### src/rtl/tank_bullets.sv
// Bullet pool for the tank: infers facing from frame-to-frame tank motion, spawns
// on a fire-key press edge, then moves, bounces and expires each bullet per frame.
module tank_bullets #(
    parameter int         NUM_BULLETS = 4,
    parameter int         LIFETIME    = 600,
    parameter int         SPEED       = 2,
    parameter int         COOLDOWN    = 15,
    parameter logic [7:0] FIRE_KEY    = 8'h2C,
    parameter int         X_MAX       = 639,
    parameter int         Y_MAX       = 479
) (
    input  logic                      frame_clk,
    input  logic                      Reset,
    input  logic [31:0]               keycode,
    input  logic [9:0]                TankX,
    input  logic [9:0]                TankY,
    input  logic [9:0]                TankS,
    output logic [10*NUM_BULLETS-1:0] BulletX,
    output logic [10*NUM_BULLETS-1:0] BulletY,
    output logic [NUM_BULLETS-1:0]    BulletActive,
    output logic                      FireAck
);
    typedef enum logic [1:0] {
        DIR_UP,
        DIR_DOWN,
        DIR_LEFT,
        DIR_RIGHT
    } dir_t;

    localparam int SLOT_W = (NUM_BULLETS > 1) ? $clog2(NUM_BULLETS) : 1;
    localparam int CD_W   = (COOLDOWN > 0) ? $clog2(COOLDOWN + 1) : 1;
    localparam logic [9:0]      LIFE_INIT = 10'(LIFETIME);
    localparam logic [CD_W-1:0] CD_INIT   = CD_W'(COOLDOWN);
    localparam logic [10:0]     SPD11     = 11'(SPEED);
    localparam logic [9:0]      SPD10     = 10'(SPEED);
    localparam logic [10:0]     XLIM11    = 11'(X_MAX);
    localparam logic [10:0]     YLIM11    = 11'(Y_MAX);
    localparam logic [9:0]      XLIM10    = 10'(X_MAX);
    localparam logic [9:0]      YLIM10    = 10'(Y_MAX);

    logic [9:0]             r_prevX;
    logic [9:0]             r_prevY;
    dir_t                   r_dir;
    dir_t                   w_dirNext;
    logic                   r_firePrev;
    logic                   r_fireAck;
    logic [CD_W-1:0]        r_cooldown;
    logic [NUM_BULLETS-1:0] r_active;
    logic [9:0]             r_x    [NUM_BULLETS];
    logic [9:0]             r_y    [NUM_BULLETS];
    logic [9:0]             r_life [NUM_BULLETS];
    dir_t                   r_bdir [NUM_BULLETS];
    logic [9:0]             w_nx   [NUM_BULLETS];
    logic [9:0]             w_ny   [NUM_BULLETS];
    dir_t                   w_nd   [NUM_BULLETS];

    logic                   w_fireNow;
    logic                   w_fireEdge;
    logic [10:0]            w_tx;
    logic [10:0]            w_ty;
    logic [10:0]            w_ts;
    logic [10:0]            w_spawnX;
    logic [10:0]            w_spawnY;
    logic                   w_inRange;
    logic                   w_anyFree;
    logic [SLOT_W-1:0]      w_slot;
    logic                   w_spawn;

    assign w_fireNow  = (keycode[7:0]   == FIRE_KEY) || (keycode[15:8]  == FIRE_KEY) ||
                        (keycode[23:16] == FIRE_KEY) || (keycode[31:24] == FIRE_KEY);
    assign w_fireEdge = w_fireNow & ~r_firePrev;

    // X motion dominates Y; no motion keeps the previous facing.
    always_comb begin
        w_dirNext = r_dir;
        if (TankX > r_prevX) begin
            w_dirNext = DIR_RIGHT;
        end else if (TankX < r_prevX) begin
            w_dirNext = DIR_LEFT;
        end else if (TankY > r_prevY) begin
            w_dirNext = DIR_DOWN;
        end else if (TankY < r_prevY) begin
            w_dirNext = DIR_UP;
        end
    end

    assign w_tx = {1'b0, TankX};
    assign w_ty = {1'b0, TankY};
    assign w_ts = {1'b0, TankS};

    // Bit 10 acts as the sign of the 11-bit spawn coordinate.
    always_comb begin
        w_spawnX = w_tx;
        w_spawnY = w_ty;
        case (r_dir)
            DIR_RIGHT: w_spawnX = w_tx + w_ts + 11'd1;
            DIR_LEFT:  w_spawnX = w_tx - w_ts - 11'd1;
            DIR_DOWN:  w_spawnY = w_ty + w_ts + 11'd1;
            default:   w_spawnY = w_ty - w_ts - 11'd1;
        endcase
    end

    assign w_inRange = !w_spawnX[10] && !w_spawnY[10] &&
                       (w_spawnX <= XLIM11) && (w_spawnY <= YLIM11);

    always_comb begin
        w_anyFree = 1'b0;
        w_slot    = '0;
        for (int i = NUM_BULLETS - 1; i >= 0; i--) begin
            if (!r_active[i]) begin
                w_anyFree = 1'b1;
                w_slot    = SLOT_W'(i);
            end
        end
    end

    assign w_spawn = w_fireEdge && (r_cooldown == '0) && w_anyFree && w_inRange;

    // Landing exactly on a limit is legal; only overshoot clamps and reverses.
    always_comb begin
        for (int i = 0; i < NUM_BULLETS; i++) begin
            w_nx[i] = r_x[i];
            w_ny[i] = r_y[i];
            w_nd[i] = r_bdir[i];
            case (r_bdir[i])
                DIR_RIGHT: begin
                    if (({1'b0, r_x[i]} + SPD11) > XLIM11) begin
                        w_nx[i] = XLIM10;
                        w_nd[i] = DIR_LEFT;
                    end else begin
                        w_nx[i] = r_x[i] + SPD10;
                    end
                end
                DIR_LEFT: begin
                    if (r_x[i] < SPD10) begin
                        w_nx[i] = '0;
                        w_nd[i] = DIR_RIGHT;
                    end else begin
                        w_nx[i] = r_x[i] - SPD10;
                    end
                end
                DIR_DOWN: begin
                    if (({1'b0, r_y[i]} + SPD11) > YLIM11) begin
                        w_ny[i] = YLIM10;
                        w_nd[i] = DIR_UP;
                    end else begin
                        w_ny[i] = r_y[i] + SPD10;
                    end
                end
                default: begin
                    if (r_y[i] < SPD10) begin
                        w_ny[i] = '0;
                        w_nd[i] = DIR_DOWN;
                    end else begin
                        w_ny[i] = r_y[i] - SPD10;
                    end
                end
            endcase
        end
    end

    always_ff @(posedge frame_clk) begin
        if (!Reset) begin
            r_prevX    <= TankX;
            r_prevY    <= TankY;
            r_dir      <= DIR_UP;
            r_firePrev <= 1'b0;
            r_fireAck  <= 1'b0;
            r_cooldown <= '0;
            r_active   <= '0;
            for (int i = 0; i < NUM_BULLETS; i++) begin
                r_x[i]    <= '0;
                r_y[i]    <= '0;
                r_life[i] <= '0;
                r_bdir[i] <= DIR_UP;
            end
        end else begin
            r_prevX    <= TankX;
            r_prevY    <= TankY;
            r_dir      <= w_dirNext;
            r_firePrev <= w_fireNow;
            r_fireAck  <= w_spawn;
            if (w_spawn) begin
                r_cooldown <= CD_INIT;
            end else if (r_cooldown != '0) begin
                r_cooldown <= r_cooldown - CD_W'(1);
            end
            // A freshly spawned bullet does not move on its spawn frame.
            for (int i = 0; i < NUM_BULLETS; i++) begin
                if (w_spawn && (w_slot == SLOT_W'(i))) begin
                    r_active[i] <= 1'b1;
                    r_x[i]      <= w_spawnX[9:0];
                    r_y[i]      <= w_spawnY[9:0];
                    r_bdir[i]   <= r_dir;
                    r_life[i]   <= LIFE_INIT;
                end else if (r_active[i]) begin
                    if (r_life[i] == 10'd1) begin
                        r_active[i] <= 1'b0;
                    end else begin
                        r_life[i] <= r_life[i] - 10'd1;
                        r_x[i]    <= w_nx[i];
                        r_y[i]    <= w_ny[i];
                        r_bdir[i] <= w_nd[i];
                    end
                end
            end
        end
    end

    for (genvar g = 0; g < NUM_BULLETS; g++) begin : g_out
        assign BulletX[10*g +: 10] = r_x[g];
        assign BulletY[10*g +: 10] = r_y[g];
    end

    assign BulletActive = r_active;
    assign FireAck      = r_fireAck;

endmodule
### config.mk
export PLATFORM = sky130hd
export DESIGN_NAME = tank_bullets
export DESIGN_NICKNAME = d
export VERILOG_FILES = /design/src/rtl/tank_bullets.sv
export SDC_FILE = /design/constraint.sdc
export NUM_CORES = 1
export LEC_CHECK = 0
export ABC_AREA = 1
export BUFFER_PORTS_ARGS = -buffer_cell sky130_fd_sc_hd__buf_2
export CORE_MARGIN = 2
export CORE_UTILIZATION = 35
export CTS_CLUSTER_DIAMETER = 60
export DETAILED_ROUTE_END_ITERATION = 8
export REMOVE_ABC_BUFFERS = 1
export SETUP_SLACK_MARGIN = 0.02
export SLEW_MARGIN = 20
export SYNTH_ARGS = -nofsm -noshare
export SYNTH_HDL_FRONTEND = slang
export SYNTH_SLANG_ARGS = --single-unit
### constraint.sdc
create_clock -name frame_clk -period 3.2 [get_ports frame_clk]
set_input_delay 0.32 -clock frame_clk [delete_from_list [all_inputs] [get_ports frame_clk]]
set_output_delay 0.32 -clock frame_clk [all_outputs]
set_load 0.02 [all_outputs]
==> results of run 1 <==
-- critical path: cells and delay by family, from the launching register on --
family	cells	cell delay [ps]
AO/OA/AOI/OAI	2	390
buffers and inverters	2	270
flip-flops	1	390
AND/OR/NAND/NOR	7	1590
-- sequential cells by signal, summed over array words and instances (netlist names) --
register,flops
r_life,40
r_x,40
r_y,40
r_prevX,10
r_prevY,10
r_bdir,8
BulletActive,4
r_cooldown,4
r_dir,2
FireAck,1
r_firePrev,1
-- metrics by stage --
| stage | power [µW] | hold WS (ps) |
|---|---|---|
| finish | 5930 | 37.7 |
| global route | 6230 | 23.7 |
| CTS | 5960 | 21.3 |
| detailed placement | 3920 | 490 |
| global placement | 3900 | 487 |
| floorplan | 3340 | 348 |
-- power by group through the flow --
stage                     sequential, µW  clock (µW)  combinational [µW]
after floorplan                     2510           0                 839
after global placement              2490           0                1420
after detailed placement            2490           0                1440
after CTS                           2440        2070                1440
after global routing                2460        2150                1620
final                               2450        2030                1450
-- area by class of cell --
cell class | instances | area share (%)
multi-input cells | 1427 | 50.3
well taps | 525 | 3.97
clock buffers | 17 | 2.57
inverters | 285 | 6.48
clock inverters | 15 | 0.870
repair buffers | 230 | 8.73
flip-flops and latches | 160 | 27.1
-- cell usage after synthesis (4+ instances only) --
master      n  area (µm²)
nor2_1    218         818
dfxtp_1    32         641
nand2_4     4        45.0
o21a_1      4        30.0
o21bai_1    4        30.0
o21ai_2    13         114
inv_1     275        1030
a21oi_1    97         485
o31ai_1    13        97.6
or2_2       7        43.8
fa_1        4        80.1
ha_1      106        1330
a31oi_1    10        62.6
buf_2      10        50.1
nand2_1   348        1310
a21boi_0    9        67.6
nand4_1    31         194
nor3_1     38         190
clkbuf_1   38         143
nor3b_1     5        37.5
buf_4       4        30.0
o21ai_1     5        25.0
nand3b_1   12        90.1
xor2_1     80         701
nor2_2     13        81.3
o21ai_0   102         510
nand3_1   157         786
xnor2_1    35         307
o211ai_1   12        90.1
inv_2       6        22.5
a22oi_1     4        30.0
edfxtp_1  128        3840
o22ai_1    35         219
nor4_1     12        75.1
-- path summary, 6_finish.rpt --
| check | slack [ps] | cells after the start | endpoint | start |
|---|---|---|---|---|
| min reg2reg | 510 | 2 | r_cooldown[0] | r_cooldown[0] |
| max reg2reg | 300 | 11 | r_y[3][2] | r_dir[1] |
| max | 300 | 11 | r_y[3][2] | r_dir[1] |
| min | 40 | 1 | r_prevX[9] | TankX[9] |
-- routing by layer --
metal / global-route usage (%) / vias up
met5: 0 / -
met4: 6.01 / 0
met3: 3.48 / 62
met2: 36.2 / 423
met1: 28.5 / 6422
li1: - / 6860
-- kinds of logic after synthesis --
group           after synthesis  share of synthesized area, %
simple gates                862                          27.2
fa+ha+maj                   110                          9.95
xor+xnor                    115                          7.12
flops                       160                          31.7
buf+inv                     343                          9.50
mux                           3                         0.212
compound gates              337                          14.3
==> out/qor.txt, run 1 <==
highest clock rate -> 0.345 GHz
Global Route Usage Sum -> 21.5%
Starting Density -> 35.5%
Vias -> 13800
DR top layer -> met4
Cell Chain, Critical Path -> nor2_1 -> nand3_1 -> nand3_2 -> nand3_1 -> nor2_2 -> nor2_4 -> nand2_4 -> inv_1 -> a21oi_2 -> o21ai_0 -> buf_4
cell area after synthesis -> 14100 µm²
Area after DPL -> 16000 µm²
chip height -> 205 µm
RSZ-0062 raised after global routing -> false
TNS Setup -> 0 ps
area of the core -> 39800 µm²
vias in the first global route -> 13400
DR WL met2 -> 21000 µm
combinational share of power -> 24.5%
CP max-delay cell -> nor2_1
Layout Nets -> 2295
antenna-violating nets left -> 0
Final period util -> 90.5%
run status -> finished clean
fin worst setup slack -> 303 ps
Die W -> 205 µm
final hold vios -> 0
Gate Count Post-Synth -> 1930
Seq cells post-synth -> 160
gr ovfl total -> 0
Yosys cell types -> 68
CTS H-tree depth -> 4
Pwr per Cell Area -> 358 nW/µm²
largest net degree at the start of global routing -> 50
arrival time at the worst endpoint -> 3090 ps
row count -> 73
clk_lat worst skew -> 450 ps
maximum clock insertion buffer count -> 2
Min Clock Period, post-route -> 2900 ps
pre-CTS setup slack -> 3.51 ps
Met1 Wirelength -> 19700 µm
sequential fraction of the synthesis area -> 31.7%
Worst EP required -> 3390 ps
Total Wirelength -> 44500 µm
Leak Pwr -> 0.00777 µW
Met3 Routed Length -> 2800 µm
clk_skew -> 13.7 ps
root buffer cell -> clkbuf_16
CTS Hold Buffers Added -> 0
Worst-path clk slew -> 80 ps
maxcap violations -> 0
Sw Share -> 34.2%
Layout Cells excl Fill -> 2659
Routed WL per cell -> 16.7 µm
Seq pwr share -> 41.2%
initial DRC count -> 1135
area of the multi-input gates -> 8320 µm²
area grow syn2layout -> 17.0%
Hold Crit Class -> input port to flop
Post-synth top flop -> edfxtp_1
FILL cells -> 4188
design area -> 16500 µm²
commonest cells after routing, fill and taps aside -> 348 x nand2_1, 275 x inv_1, 218 x nor2_1
critical path's most frequent cell -> nand3_1
DRC -> 0
crit-path max cell delay -> 690 ps
CP Launch Type -> flop
P_sw -> 2030 µW
number of cells upsized or downsized after cts -> 0
worst-path fanout max -> 9
first-pass GRT wire length -> 71600 µm
mean area per synthesized cell -> 7.33 µm²
ANT cells -> 0
commonest non-fill, non-tap cell in the layout -> nand2_1
Final Max Slew Viols -> 0
io pins -> 149
initial antenna violation count -> 0
Ys Warns -> 0
placed insts -> 2627
Post-CTS Setup Bufs -> 0
Async SR Flop Fraction -> 0%
clock power share -> 34.3%
slew of the pin with the lowest slew margin -> 845 ps
Crit Path Class -> flop to flop
Detail Placement HPWL -> 35100 µm
share of layout cells above drive strength 1 -> 15.1%
Finished Core Util -> 41.5%
Via density -> 5.18
total CTS buffers -> 17
Finish-stage setup viols -> 0
Crit. End Element -> flop
Peak VDD IR -> 0.299 mV
max_slew headroom -> 43.4%
die area -> 42000 µm²
CTS tree -> built
Clock Sink Count -> 160
DR pass1 iterations -> 6
PortBufs -> 148
Post-synth EDFFs -> 128
gpl congestion -> 0.943
Internal -> 3900 µW
Reg area -> 4480 µm²
Note: power is estimated with default switching activity, not from simulation.
==> run 2, diff against run 1 <==
- BUFFER_PORTS_ARGS: -buffer_cell sky130_fd_sc_hd__buf_2 -> -buffer_cell sky130_fd_sc_hd__clkbuf_2
==> run 2 against run 1 <==
Sequential power about the same. Clock power about the same. Maximum frequency rose by 1.4%. Final area rose by 0.20%. Critical path depth did not move. Highest routed layer unchanged. Setup slack better by 41 ps. Count of clock-buffer cells in the layout did not move. Cell count up 0.15%.
==> out/qor.txt, run 2 (same netlist as run 1, synthesis figures left out) <==
run status -> finished clean
TNS Setup -> 0 ps (unchanged)
RSZ-0062 raised after global routing -> false
Worst Hold End -> r_prevY[0]
antenna-violating nets left -> 0 (unchanged)
slew of the pin with the lowest slew margin -> 700 ps (-145 ps)
Leak Pwr -> 0.00779 µW (+0.24%)
arrival time at the worst endpoint -> 3040 ps (-50 ps)
Post-CTS Setup Bufs -> 0 (unchanged)
Min Clock Period, post-route -> 2860 ps (-41.4 ps)
Via density -> 5.18 (about the same)
Crit Path Class -> flop to flop
Routed WL per cell -> 16.8 µm (+0.33%)
PortBufs -> 148 (unchanged)
hold path cells -> 1 (unchanged)
WHS -> 36.9 ps (-0.765 ps)
Final Max Slew Viols -> 0 (unchanged)
placed insts -> 2631 (+0.15%)
clk_skew -> 13.5 ps (-0.141 ps)
Die W -> 205 µm (unchanged)
initial DRC count -> 956 (-16%)
io pins -> 149 (unchanged)
number of cells upsized or downsized after cts -> 0 (unchanged)
Layout Nets -> 2299 (+0.17%)
commonest non-fill, non-tap cell in the layout -> nand2_1
share of layout cells above drive strength 1 -> 15.2% (+0.11 points)
area of the core -> 39800 µm² (unchanged)
Total Wirelength -> 44700 µm (+0.49%)
Global Route Usage Sum -> 21.4% (-0.11 points)
CP Launch Type -> flop
CTS tree -> built
Finish-stage setup viols -> 0 (unchanged)
initial antenna violation count -> 0 (unchanged)
die area -> 42000 µm² (unchanged)
max_slew headroom -> 53.2% (+9.7 points)
CTS H-tree depth -> 4 (unchanged)
worst-path fanout max -> 10 (+1)
CTS Hold Buffers Added -> 0 (unchanged)
Detail Placement HPWL -> 35600 µm (+1.4%)
DR pass1 iterations -> 6 (unchanged)
total CTS buffers -> 17 (unchanged)
Peak VDD IR -> 0.289 mV (-3.2%)
design area -> 16600 µm² (+0.20%)
Layout Cells excl Fill -> 2663 (+0.15%)
DRC -> 0 (unchanged)
Crit. End Element -> flop
reg2reg path depth -> 11 (unchanged)
chip height -> 205 µm (unchanged)
Pwr per Cell Area -> 359 nW/µm² (+0.14%)
setup slack, reg-to-reg -> 340 ps (+40 ps)
pre-CTS setup slack -> -22.4 ps (-25.9 ps)
maximum clock insertion buffer count -> 2 (unchanged)
ANT cells -> 0 (unchanged)
root buffer cell -> clkbuf_16
Worst-path clk slew -> 70 ps (about the same)
Area after DPL -> 16000 µm² (+0.19%)
row count -> 73 (unchanged)
vias in the first global route -> 13200 (-1.5%)
gpl congestion -> 0.918 (-2.6%)
Worst EP required -> 3390 ps (about the same)
Hold Crit Class -> input port to flop
maxcap violations -> 0 (unchanged)
Starting Density -> 35.5% (unchanged)
largest net degree at the start of global routing -> 50 (unchanged)
final hold vios -> 0 (unchanged)
commonest cells after routing, fill and taps aside -> 348 x nand2_1, 275 x inv_1, 218 x nor2_1
gr ovfl total -> 0 (unchanged)
area grow syn2layout -> 17.2%
Final period util -> 89.2% (-1.3 points)
clk_lat worst skew -> 440 ps (about the same)
Critical Path Start -> r_dir[1]
R2R Path End -> r_y[3][2]
RR Startpoint -> r_dir[1]
Largest regs -> r_life (40), r_x (40), r_y (40)
Clock Sink Count -> 160 (unchanged)
Vias -> 13800 (+0.17%)
first-pass GRT wire length -> 70900 µm (-0.89%)
highest clock rate -> 0.350 GHz (+1.4%)
fin worst setup slack -> 344 ps (+41.4 ps)
worst hold start -> TankY[0]
## run 2: cell types whose count changed in the layout (fill, tap and decap cells not counted)
cell,change
clkinv_1,+1
inv_6,+2
buf_4,+4
clkinv_4,+1
inv_8,-3
bufinv_16,+1
clkinv_8,-1
buf_2,-148
clkinvlp_4,-1
clkbuf_2,+148
## run 2: worst max-delay path by stage
stage / to / slack, ps / depth (start not counted)
floorplan: r_y[0][7] / -200 / 13
global placement: r_y[2][5] / 10 / 21
detailed placement: r_y[1][8] / -20 / 21
CTS: r_y[3][2] / 410 / 11
global route: r_y[0][3] / 100 / 21
finish: r_y[3][2] / 340 / 11
## run 2: area by class of cell
class	instances	area, µm²
Sequential cell	160	4480
Inverter	285	1070
Multi-Input combinational cell	1427	8320
Clock inverter	15	146
Tap cell	525	657
Clock buffer	17	425
Timing Repair Buffer	234	1470
Fill cell	4145	23200
## run 2: report_power, final
group	switching [µW]	internal [µW]	total, µW
sequential	110	2340	2450
clock	946	1090	2040
combinational	932	530	1460
total	1990	3960	5950
## run 2: per-stage QoR
stage                     total power [µW]  utilization [%]
after detailed placement              3940             40.2
after CTS                             5970             41.6
after global placement                3920             40.2
final                                 5950             41.6
after global routing                  6220             41.6
after floorplan                       3340                -
## run 2: routing by layer
layer,routed length (µm),vias to the layer above,global-route usage (%)
met5,0,-,0
met4,1120,0,6.50
met3,2470,58,2.96
met2,21000,417,35.7
met1,20100,6444,28.7
li1,-,6871,-
## run 2: critical path: stages (launching register included)
cell and delay (ps):
dfxtp_1 450, nor2_1 610, nand3_1 150, nand3_1 170
nand3_1 130, nor2_2 180, nor2_4 110, nand2_4 110
inv_1 70, a21oi_2 260, o21ai_0 160, buf_4 210
